[config.mk]
export PLATFORM = sky130hd
export DESIGN_NAME = fetch_queue
export DESIGN_NICKNAME = d
export VERILOG_FILES = /design/src/rtl/fetch_pkg.sv /design/src/rtl/fq_fifo.sv /design/src/rtl/fetch_queue.sv
export SDC_FILE = /design/constraint.sdc
export NUM_CORES = 1
export LEC_CHECK = 0
export CELL_PAD_IN_SITES_DETAIL_PLACEMENT = 1
export CELL_PAD_IN_SITES_GLOBAL_PLACEMENT = 2
export CORE_ASPECT_RATIO = 0.8
export CORE_MARGIN = 2
export CORE_UTILIZATION = 30
export CTS_CLUSTER_SIZE = 25
export DETAILED_ROUTE_END_ITERATION = 8
export GPL_TIMING_DRIVEN = 1
export PLACE_DENSITY_LB_ADDON = 0.1
export SKIP_LAST_GASP = 1
export SYNTH_ARGS = -nofsm -noshare
export SYNTH_HDL_FRONTEND = slang
export SYNTH_HIERARCHICAL = 1
export SYNTH_SLANG_ARGS = --single-unit
export TNS_END_PERCENT = 1
[constraint.sdc]
create_clock -name clk -period 6.6 [get_ports clk]
set_input_delay 1.32 -clock clk [delete_from_list [all_inputs] [get_ports clk]]
set_output_delay 1.32 -clock clk [all_outputs]
set_load 0.02 [all_outputs]
[src/rtl/fetch_pkg.sv]
// fetch_pkg: types and constants shared by the instruction-fetch front end.
//   NOP_INST   - canonical RISC-V NOP (addi x0, x0, 0) shown when the queue is empty
//   XLEN       - PC width used by the queue entry type
//   fq_entry_t - one buffered fetch: instruction word plus the PC it was fetched from
package fetch_pkg;

  localparam int unsigned XLEN = 64;
  localparam logic [31:0] NOP_INST = 32'h00000013;

  typedef struct packed {
    logic [31:0]     inst;
    logic [XLEN-1:0] pc;
  } fq_entry_t;

endpackage

[src/rtl/fq_fifo.sv]
// fq_fifo: synchronous FIFO of fq_entry_t with flush.
// Ports:
//   clk_i, reset_i  - clock, synchronous active-high reset
//   flush_i         - clears pointers and count; beats enq_i/deq_i in the same cycle
//   enq_i, enq_data_i - push at tail
//   deq_i           - pop head (caller guarantees non-empty)
//   head_o          - entry at the head slot (meaningless when count_o == 0)
//   count_o         - number of stored entries, 0..Depth
// Depth must be a power of two so the pointers wrap naturally.
module fq_fifo import fetch_pkg::*; #(
  parameter int unsigned Depth = 4,
  localparam int unsigned PtrW = $clog2(Depth),
  localparam int unsigned CntW = PtrW + 1
) (
  input  logic            clk_i,
  input  logic            reset_i,
  input  logic            flush_i,
  input  logic            enq_i,
  input  fq_entry_t       enq_data_i,
  input  logic            deq_i,
  output fq_entry_t       head_o,
  output logic [CntW-1:0] count_o
);

  localparam logic [CntW-1:0] DepthC = CntW'(Depth);

  fq_entry_t       mem_q [Depth];
  logic [PtrW-1:0] wr_ptr_q, wr_ptr_d;
  logic [PtrW-1:0] rd_ptr_q, rd_ptr_d;
  logic [CntW-1:0] count_q, count_d;

  always_comb begin
    wr_ptr_d = wr_ptr_q;
    rd_ptr_d = rd_ptr_q;
    count_d  = count_q;
    if (flush_i) begin
      wr_ptr_d = '0;
      rd_ptr_d = '0;
      count_d  = '0;
    end else begin
      if (enq_i) wr_ptr_d = wr_ptr_q + PtrW'(1);
      if (deq_i) rd_ptr_d = rd_ptr_q + PtrW'(1);
      case ({enq_i, deq_i})
        2'b10:   count_d = count_q + CntW'(1);
        2'b01:   count_d = count_q - CntW'(1);
        default: count_d = count_q;
      endcase
    end
  end

  always_ff @(posedge clk_i) begin
    if (reset_i) begin
      wr_ptr_q <= '0;
      rd_ptr_q <= '0;
      count_q  <= '0;
    end else begin
      wr_ptr_q <= wr_ptr_d;
      rd_ptr_q <= rd_ptr_d;
      count_q  <= count_d;
    end
  end

  // Data storage needs no reset; validity is tracked by count_q.
  always_ff @(posedge clk_i) begin
    if (enq_i && !flush_i) mem_q[wr_ptr_q] <= enq_data_i;
  end

  assign head_o  = mem_q[rd_ptr_q];
  assign count_o = count_q;

`ifndef SYNTHESIS
  // The issue throttle upstream must never let a push land on a full queue.
  always_ff @(posedge clk_i) begin
    if (!reset_i && !flush_i && enq_i && !deq_i) begin
      assert (count_q != DepthC) else $error("fq_fifo: push into full queue");
    end
  end
`endif

endmodule

[src/rtl/fetch_queue.sv]
// fetch_queue: instruction-fetch front end. Issues reads to a synchronous
// instruction memory (data returns one cycle after an enabled issue), buffers
// returned words with their PCs, and presents the head to IF/ID.
// Ports:
//   clk, reset            - clock, synchronous active-high reset
//   imem_en, imem_addr    - memory read request (word address)
//   imem_rdata            - memory read data, one cycle after imem_en
//   redirect, redirect_pc - flush stale fetches and restart at redirect_pc
//   deq_ready             - consumer takes the head this cycle
//   inst_valid, inst, inst_pc - head entry (NOP / 0 when empty)
// Optional macro FETCH_PERF_EN adds perf_full_cycles and perf_redirects.
// XLEN must equal fetch_pkg::XLEN since the queue entry type is fixed there.
module fetch_queue import fetch_pkg::*; #(
  parameter int unsigned    XLEN      = 64,
  parameter int unsigned    DEPTH     = 4,
  parameter int unsigned    ADDR_BITS = 14,
  parameter logic [XLEN-1:0] RESET_PC = '0
) (
  input  logic                 clk,
  input  logic                 reset,
  output logic                 imem_en,
  output logic [ADDR_BITS-1:0] imem_addr,
  input  logic [31:0]          imem_rdata,
  input  logic                 redirect,
  input  logic [XLEN-1:0]      redirect_pc,
  input  logic                 deq_ready,
  output logic                 inst_valid,
  output logic [31:0]          inst,
  output logic [XLEN-1:0]      inst_pc
`ifdef FETCH_PERF_EN
  ,
  output logic [31:0]          perf_full_cycles,
  output logic [31:0]          perf_redirects
`endif
);

  localparam int unsigned     CntW   = $clog2(DEPTH) + 1;
  localparam logic [CntW-1:0] DepthC = CntW'(DEPTH);

  logic [XLEN-1:0] fetch_pc_q, fetch_pc_d;
  logic [XLEN-1:0] rsp_pc_q, rsp_pc_d;
  logic            pending_q, pending_d;
  logic [XLEN-1:0] issue_pc;
  logic [CntW-1:0] count, occupancy;
  logic            issue, enq, deq_fire;
  fq_entry_t       head, enq_data;
  logic            unused_pc_lsbs;

  // Redirect targets are forced word-aligned; the low bits are simply dropped.
  assign issue_pc       = redirect ? {redirect_pc[XLEN-1:2], 2'b00} : fetch_pc_q;
  assign unused_pc_lsbs = ^redirect_pc[1:0];

  // Stored entries plus the one in flight must fit, so a response can always enqueue.
  assign occupancy = count + CntW'(pending_q);
  assign issue     = !reset && (redirect || (occupancy < DepthC));

  assign imem_en   = issue;
  assign imem_addr = issue_pc[ADDR_BITS+1:2];

  always_comb begin
    fetch_pc_d = fetch_pc_q;
    rsp_pc_d   = rsp_pc_q;
    pending_d  = 1'b0;
    if (issue) begin
      fetch_pc_d = issue_pc + XLEN'(4);
      rsp_pc_d   = issue_pc;
      pending_d  = 1'b1;
    end
  end

  always_ff @(posedge clk) begin
    if (reset) begin
      fetch_pc_q <= RESET_PC;
      rsp_pc_q   <= '0;
      pending_q  <= 1'b0;
    end else begin
      fetch_pc_q <= fetch_pc_d;
      rsp_pc_q   <= rsp_pc_d;
      pending_q  <= pending_d;
    end
  end

  // A response arriving in a redirect cycle belongs to the old path.
  assign enq           = pending_q && !redirect;
  assign enq_data.inst = imem_rdata;
  assign enq_data.pc   = rsp_pc_q;

  assign inst_valid = (count != '0);
  assign deq_fire   = inst_valid && deq_ready && !redirect;

  fq_fifo #(
    .Depth (DEPTH)
  ) u_fifo (
    .clk_i      (clk),
    .reset_i    (reset),
    .flush_i    (redirect),
    .enq_i      (enq),
    .enq_data_i (enq_data),
    .deq_i      (deq_fire),
    .head_o     (head),
    .count_o    (count)
  );

  assign inst    = inst_valid ? head.inst : NOP_INST;
  assign inst_pc = inst_valid ? head.pc   : '0;

`ifdef FETCH_PERF_EN
  logic [31:0] perf_full_q, perf_full_d;
  logic [31:0] perf_redir_q, perf_redir_d;

  always_comb begin
    perf_full_d  = perf_full_q;
    perf_redir_d = perf_redir_q;
    if ((occupancy == DepthC) && !redirect && (perf_full_q != '1)) begin
      perf_full_d = perf_full_q + 32'd1;
    end
    if (redirect && (perf_redir_q != '1)) begin
      perf_redir_d = perf_redir_q + 32'd1;
    end
  end

  always_ff @(posedge clk) begin
    if (reset) begin
      perf_full_q  <= '0;
      perf_redir_q <= '0;
    end else begin
      perf_full_q  <= perf_full_d;
      perf_redir_q <= perf_redir_d;
    end
  end

  assign perf_full_cycles = perf_full_q;
  assign perf_redirects   = perf_redir_q;
`endif

endmodule
Word-level counts from Yosys, hierarchy flattened

Memory sizes are Yosys's and may differ from the RTL's. A register that Yosys moved wholly into a read port is not among the register bits.
Index checks and enable logic that the tools add are counted.

Word-level logic and storage cells: 36
Memories kept: 1
Register bits after elaboration: 136
RAM bits: 384

Memories:

| memory       | depth | width | read ports | clocked after memory_dff | wr ports | line          | source |
|---|---|---|---|---|---|---|---|
| u_fifo.mem_q | 4     | 96    | 1          | 1                        | 1        | fq_fifo.sv:27 | `fq_entry_t mem_q [Depth];` |

Mux-type cells: 9
Add/sub/neg operators: 6
Order comparisons: 1
Eq/ne operators: 2
Reductions and logical operators: 11

Operators by type and width:

| operator                | count |
|---|---|
| $mux W64                | 2 |
| $add A64 B3 Y64 const B | 1 |
| $mux W32                | 1 |
| $pmux W3 S2             | 1 |
| $logic_and A1 B1 Y1     | 5 |
| $add A2 B1 Y2 const B   | 2 |
| $mux W2                 | 2 |
| $add A3 B1 Y3           | 1 |
| $add A3 B1 Y3 const B   | 1 |
| $lt A3 B3 Y1 const B    | 1 |
| $mux W1                 | 3 |
| $reduce_bool A3 Y1      | 1 |
| $sub A3 B1 Y3 const B   | 1 |
| $eq A2 B1 Y1 const B    | 1 |
| $eq A2 B2 Y1 const B    | 1 |
| $logic_not A1 Y1        | 2 |
| $reduce_bool A2 Y1      | 1 |
| $reduce_or A2 Y1        | 1 |
| $logic_or A1 B1 Y1      | 1 |

Longest topological paths before layout

Depth after elaboration: 5
Gate-level depth with buffers: 16
Mapped depth without buffers: 9

Hierarchy

The synthesis kept the hierarchy.

Modules (own cells, without submodules):

| module      | cells each | area each (um2) | times used |
|---|---|---|---|
| fq_fifo     | 549        | 14291.2         | 1 |
| fetch_queue | 1181       | 8612.0          | 1 |

Least setup slack after synthesis

Ideal clock, no wire load.

Kind: input to register
From: input redirect
To: memory u_fifo/mem_q[0][0] (netlist name), enable pin
Setup slack: 0.809 ns
Arrival: 5.325 ns
Setup time: 0.466 ns
Stages on the path: 12
Cells stage by stage: buf_6 buf_6 buf_6 buf_6 buf_2 buf_2 clkbuf_1 clkbuf_1 nor2b_1 inv_1 nor2_1 and2_1

Longest elaborated chain between the ends: 5

Ends and longest elaborated chain:

| what                          | line              | source |
|---|---|---|
| start: declaration            | fetch_queue.sv:24 | `input logic redirect,` |
| $logic_not A1 Y1              | fetch_queue.sv:84 | `assign enq = pending_q && !redirect;` |
| $logic_and A1 B1 Y1           | fetch_queue.sv:84 |  |
| via enq                       | fetch_queue.sv:45 | `logic issue, enq, deq_fire;` |
| $logic_and A1 B1 Y1           | fq_fifo.sv:65     | `if (enq_i && !flush_i) mem_q[wr_ptr_q] <= enq_data_i;` |
| $mux W1                       | fq_fifo.sv:65     |  |
| $mux W1 (implied by the code) | fq_fifo.sv:65     |  |
| end: declaration              | fq_fifo.sv:27     |  |

The timed path passes the listed nets, and every way through them passes these cells.

Worst setup path in the final report

From: input redirect
To: output imem_addr[13]

Longest elaborated chain between the ends: 1

Ends and longest elaborated chain:

| what             | line              | source |
|---|---|---|
| $mux W64         | fetch_queue.sv:50 | `assign issue_pc = redirect ? {redirect_pc[XLEN-1:2], 2'b00} : fetch_pc_q;` |
| end: declaration | fetch_queue.sv:22 | `output logic [ADDR_BITS-1:0] imem_addr,` |

Every way passes these cells.

==> results.md <==
* Fin. Hold Viols at 0
* Initial Util at 0.3036
* Critical path peak fanout at between 100 and 150
* RSZ-0062 raised after global routing: false
* Final setup viols at 0
* Clock Pin Slew Worst Setup and Hold Paths at ~0.060 ns
* Area Growth Syn to Fin at 21.79%
* CTS tree: done
* Setup TNS at 0 ns
* Finished Cell Area at ~28000 um2
* DP HPWL at around 42 mm
* Vias/cell at 4.956
* Logic pwr share at 0.063
* Slew Viols, Final at 0
* Routing usage on met2 at 0.2692
* Post-synthesis async set-or-reset flop share at 0
* Status: finished clean
* Global Route Usage Sum at 0.1685
* Min cycle time layout at approximately 4.8 ns
* Slowest-stage cell, CP: clkdlybuf4s50_1
* Fmax at roughly 210 MHz
* Crit share post-route at 0.7272
* Clock sink total at 518
* Initial DRC Count at about 960
* Pwr Density at 265.6 nW/um2
* Synthesis Warnings at 6
* Final Net Count at 2019
* Placed cell area at between 20000 and 30000 um2
* Initial antenna violation count at 5
* Synth Register Bits at between 500 and 600
* Boundary Pins at ~210
* Rows at 90
* Slew headroom at 0.2743
* Die Width at roughly 310 um
* Post-Route WL at around 66 mm
* H-tree Lvls at 2
* Flop pwr share at 0.492
* RR Startpoint: fetch_pc_q[6]$_SDFFE_PP0P_
* Most common flop cell mapped by yosys: edfxtp_1
* Post-CTS Setup Repair Bufs at 0
* Hold path start: fetch_pc_q[7]$_SDFFE_PP0P_
* Worst vdd ir at a little over 0.0002 V
* Switching Share at 0.2220
* Element type at the critical path start: input pin
* Element type at the critical path end: output pin
* Vias in the first global route at around 16000
* Antenna Nets Post-Route at 0
* GR Overflow Total at 0
* Mapped cell area at 22900 um2
* CTS max path bufs at 3
* Die extent in y at approximately 250 um
* WP data arrival at 3.48 ns
* GR Util met1 at 0.2433
* CP cell instances: clkbuf_8 > buf_4 > mux2i_1 > inv_1 > clkdlybuf4s50_1
* Root buf cell: clkbuf_16
* Psw at approximately 1.6 mW
* Int Pwr at approximately 5.8 mW
* CP peak stage delay at 0.56 ns
* Synth unique cells at 64
* Via count at roughly 15000
* Core footprint at ~75000 um2
* Hold buffer count at cts at 0
* Worst-Margin Slew at 1.079 ns
* Residual DRC at 0
* Worst Setup Path Type: in -> out
* Mapped Cells at roughly 1700
* Routed len/inst at 22.34 um
* Worst Setup SP: redirect
* Sequential share of the synthesized area at 0.6206
* Static Leak at approximately 9.0 nW
* Clock latency on the worst-skew pair at 0.61 ns
* Clk_skew at roughly 0.023 ns
* Largest net degree at the start of global routing at 132
* Port buffer count at between 200 and 250
* GPL Wtd Cong at between 0.7 and 0.8
* Share of layout cells above drive strength 1 at 0.1238
* Post-synth EDFFs at approximately 380
* Critical path required time at 5.28 ns
* Die area at 78580 um2
* Finished Core Util at 0.3697
* Global route hottest layer: met2
* Max-cap violation count at 0
* Syn Area/Cell at 13.24 um2
* Hold WC Path Type: reg -> reg
* Power share of the clock group at 0.445
* CTS resizes at 0
* CTS Buf Count at between 50 and 60
* Drt pass-1 iters at 5
* Met3 Usage GRT at 0.02673
* First-pass GRT wire length at just over 100 mm
## path summary, 6_finish.rpt
kind	end	slack [ns]	cells after the start
min	fetch_pc_q[7]$_SDFFE_PP0P_	0.48	2
min reg2reg	fetch_pc_q[7]$_SDFFE_PP0P_	0.48	2
max	imem_addr[13]	1.80	5
max reg2reg	fetch_pc_q[57]$_SDFFE_PP0P_	3.27	7
## power groups by stage
stage          Combinational [mW]  Sequential (mW)  Clock (mW)
6_report                    0.465             3.64        3.30
5_1_grt                     0.512             3.65        3.52
2_1_floorplan               0.266             3.68           0
3_5_place_dp                0.472             3.72           0
3_3_place_gp                0.466             3.71           0
4_1_cts                     0.475             3.65        3.42
## layout by cell type, fill, tap and decap left out, types with 14 or more instances in the layout
| master | count |
|---|---|
| nand3_1 | 76 |
| o21ai_0 | 15 |
| nor2_1 | 124 |
| dfxtp_1 | 132 |
| edfxtp_1 | 384 |
| xor2_1 | 44 |
| inv_1 | 21 |
| nor4_1 | 15 |
| nand3b_1 | 39 |
| mux4_2 | 96 |
| a22oi_1 | 17 |
| xnor2_1 | 53 |
| clkbuf_16 | 57 |
| a21oi_1 | 116 |
| nand2_1 | 170 |
| buf_4 | 19 |
| and2_1 | 96 |
| o22ai_1 | 17 |
| nor3_1 | 28 |
| clkdlybuf4s50_1 | 207 |
| clkbuf_1 | 14 |
| a211oi_1 | 38 |
| nand4_1 | 21 |
| mux2i_1 | 18 |
## cell type report
cell class	instances	area [um2]
clock buffers	76	1548
flip-flops and latches	518	14220
repair buffers	233	2349
multi-input cells	1081	8050
well taps	1012	1266
diodes	4	10.01
fillers	7919	47550
clock inverters	25	366.6
inverters	22	82.58
## metal layers
layer	wire (um)	share of wire	up-vias
met1	32450	0.49	7572
met3	2402	0.036	76
met5	47	0.00071	-
met4	951	0.014	8
met2	30520	0.46	235
li1	-	-	6832
## kinds of logic (layout without fill, tap and decap cells)
| group | count (synthesis) | after routing | synth area share |
|---|---|---|---|
| AOI/OAI and AO/OA | 232 | 232 | 0.06435 |
| buffers and inverters | 138 | 356 | 0.03108 |
| DFF | 518 | 518 | 0.6206 |
| muxes | 118 | 118 | 0.1042 |
| and+or+nand+nor | 617 | 617 | 0.1376 |
| other | 1 | 12 | 0.0001637 |
| xor gates and xnor gates | 99 | 99 | 0.03786 |
| adders and majority gates | 7 | 7 | 0.004152 |
## flip-flops by register name (all words and copies together), names as in the netlist, named ones only
register and flops:
u_fifo/mem_q 384, fetch_pc_q 62, rsp_pc_q 62, u_fifo/count_o 3, u_fifo/rd_ptr_q 2, u_fifo/wr_ptr_q 2
pending_q 1
## cells in the mapped netlist (28+ instances only)
cell type	instances	area (um2)
nand3_1	76	380.4
edfxtp_1	384	11530
nor2_1	125	469.2
mux4_2	96	2162
clkbuf_1	59	221.5
nand3b_1	39	292.8
nor3_1	28	140.1
and2_1	100	625.6
nand2_1	171	641.9
xor2_1	45	394.1
xnor2_1	54	473.0
dfxtp_1	134	2683
a21oi_1	116	580.6
a211oi_1	38	285.3
## per-stage QoR
stage / total power, mW / hold slack [ns] / std cells / worst slack [ns]
6_report: 7.408 / 0.4757 / 2971 / 1.800
5_1_grt: 7.692 / 0.5089 / 2967 / 1.585
4_1_cts: 7.539 / 0.4747 / 2967 / 1.727
3_5_place_dp: 4.188 / 0.4640 / 2866 / 1.653
3_3_place_gp: 4.176 / 0.4594 / 2866 / 1.723
2_1_floorplan: 3.949 / 0.4425 / 1737 / 0.8093
## critical path, delay by kind of cell
| kind | cells | cell delay [ns] |
|---|---|---|
| buffers and inverters | 4 | 1.61 |
| multiplexers | 1 | 0.47 |
Power figures use the tool's default switching activity.
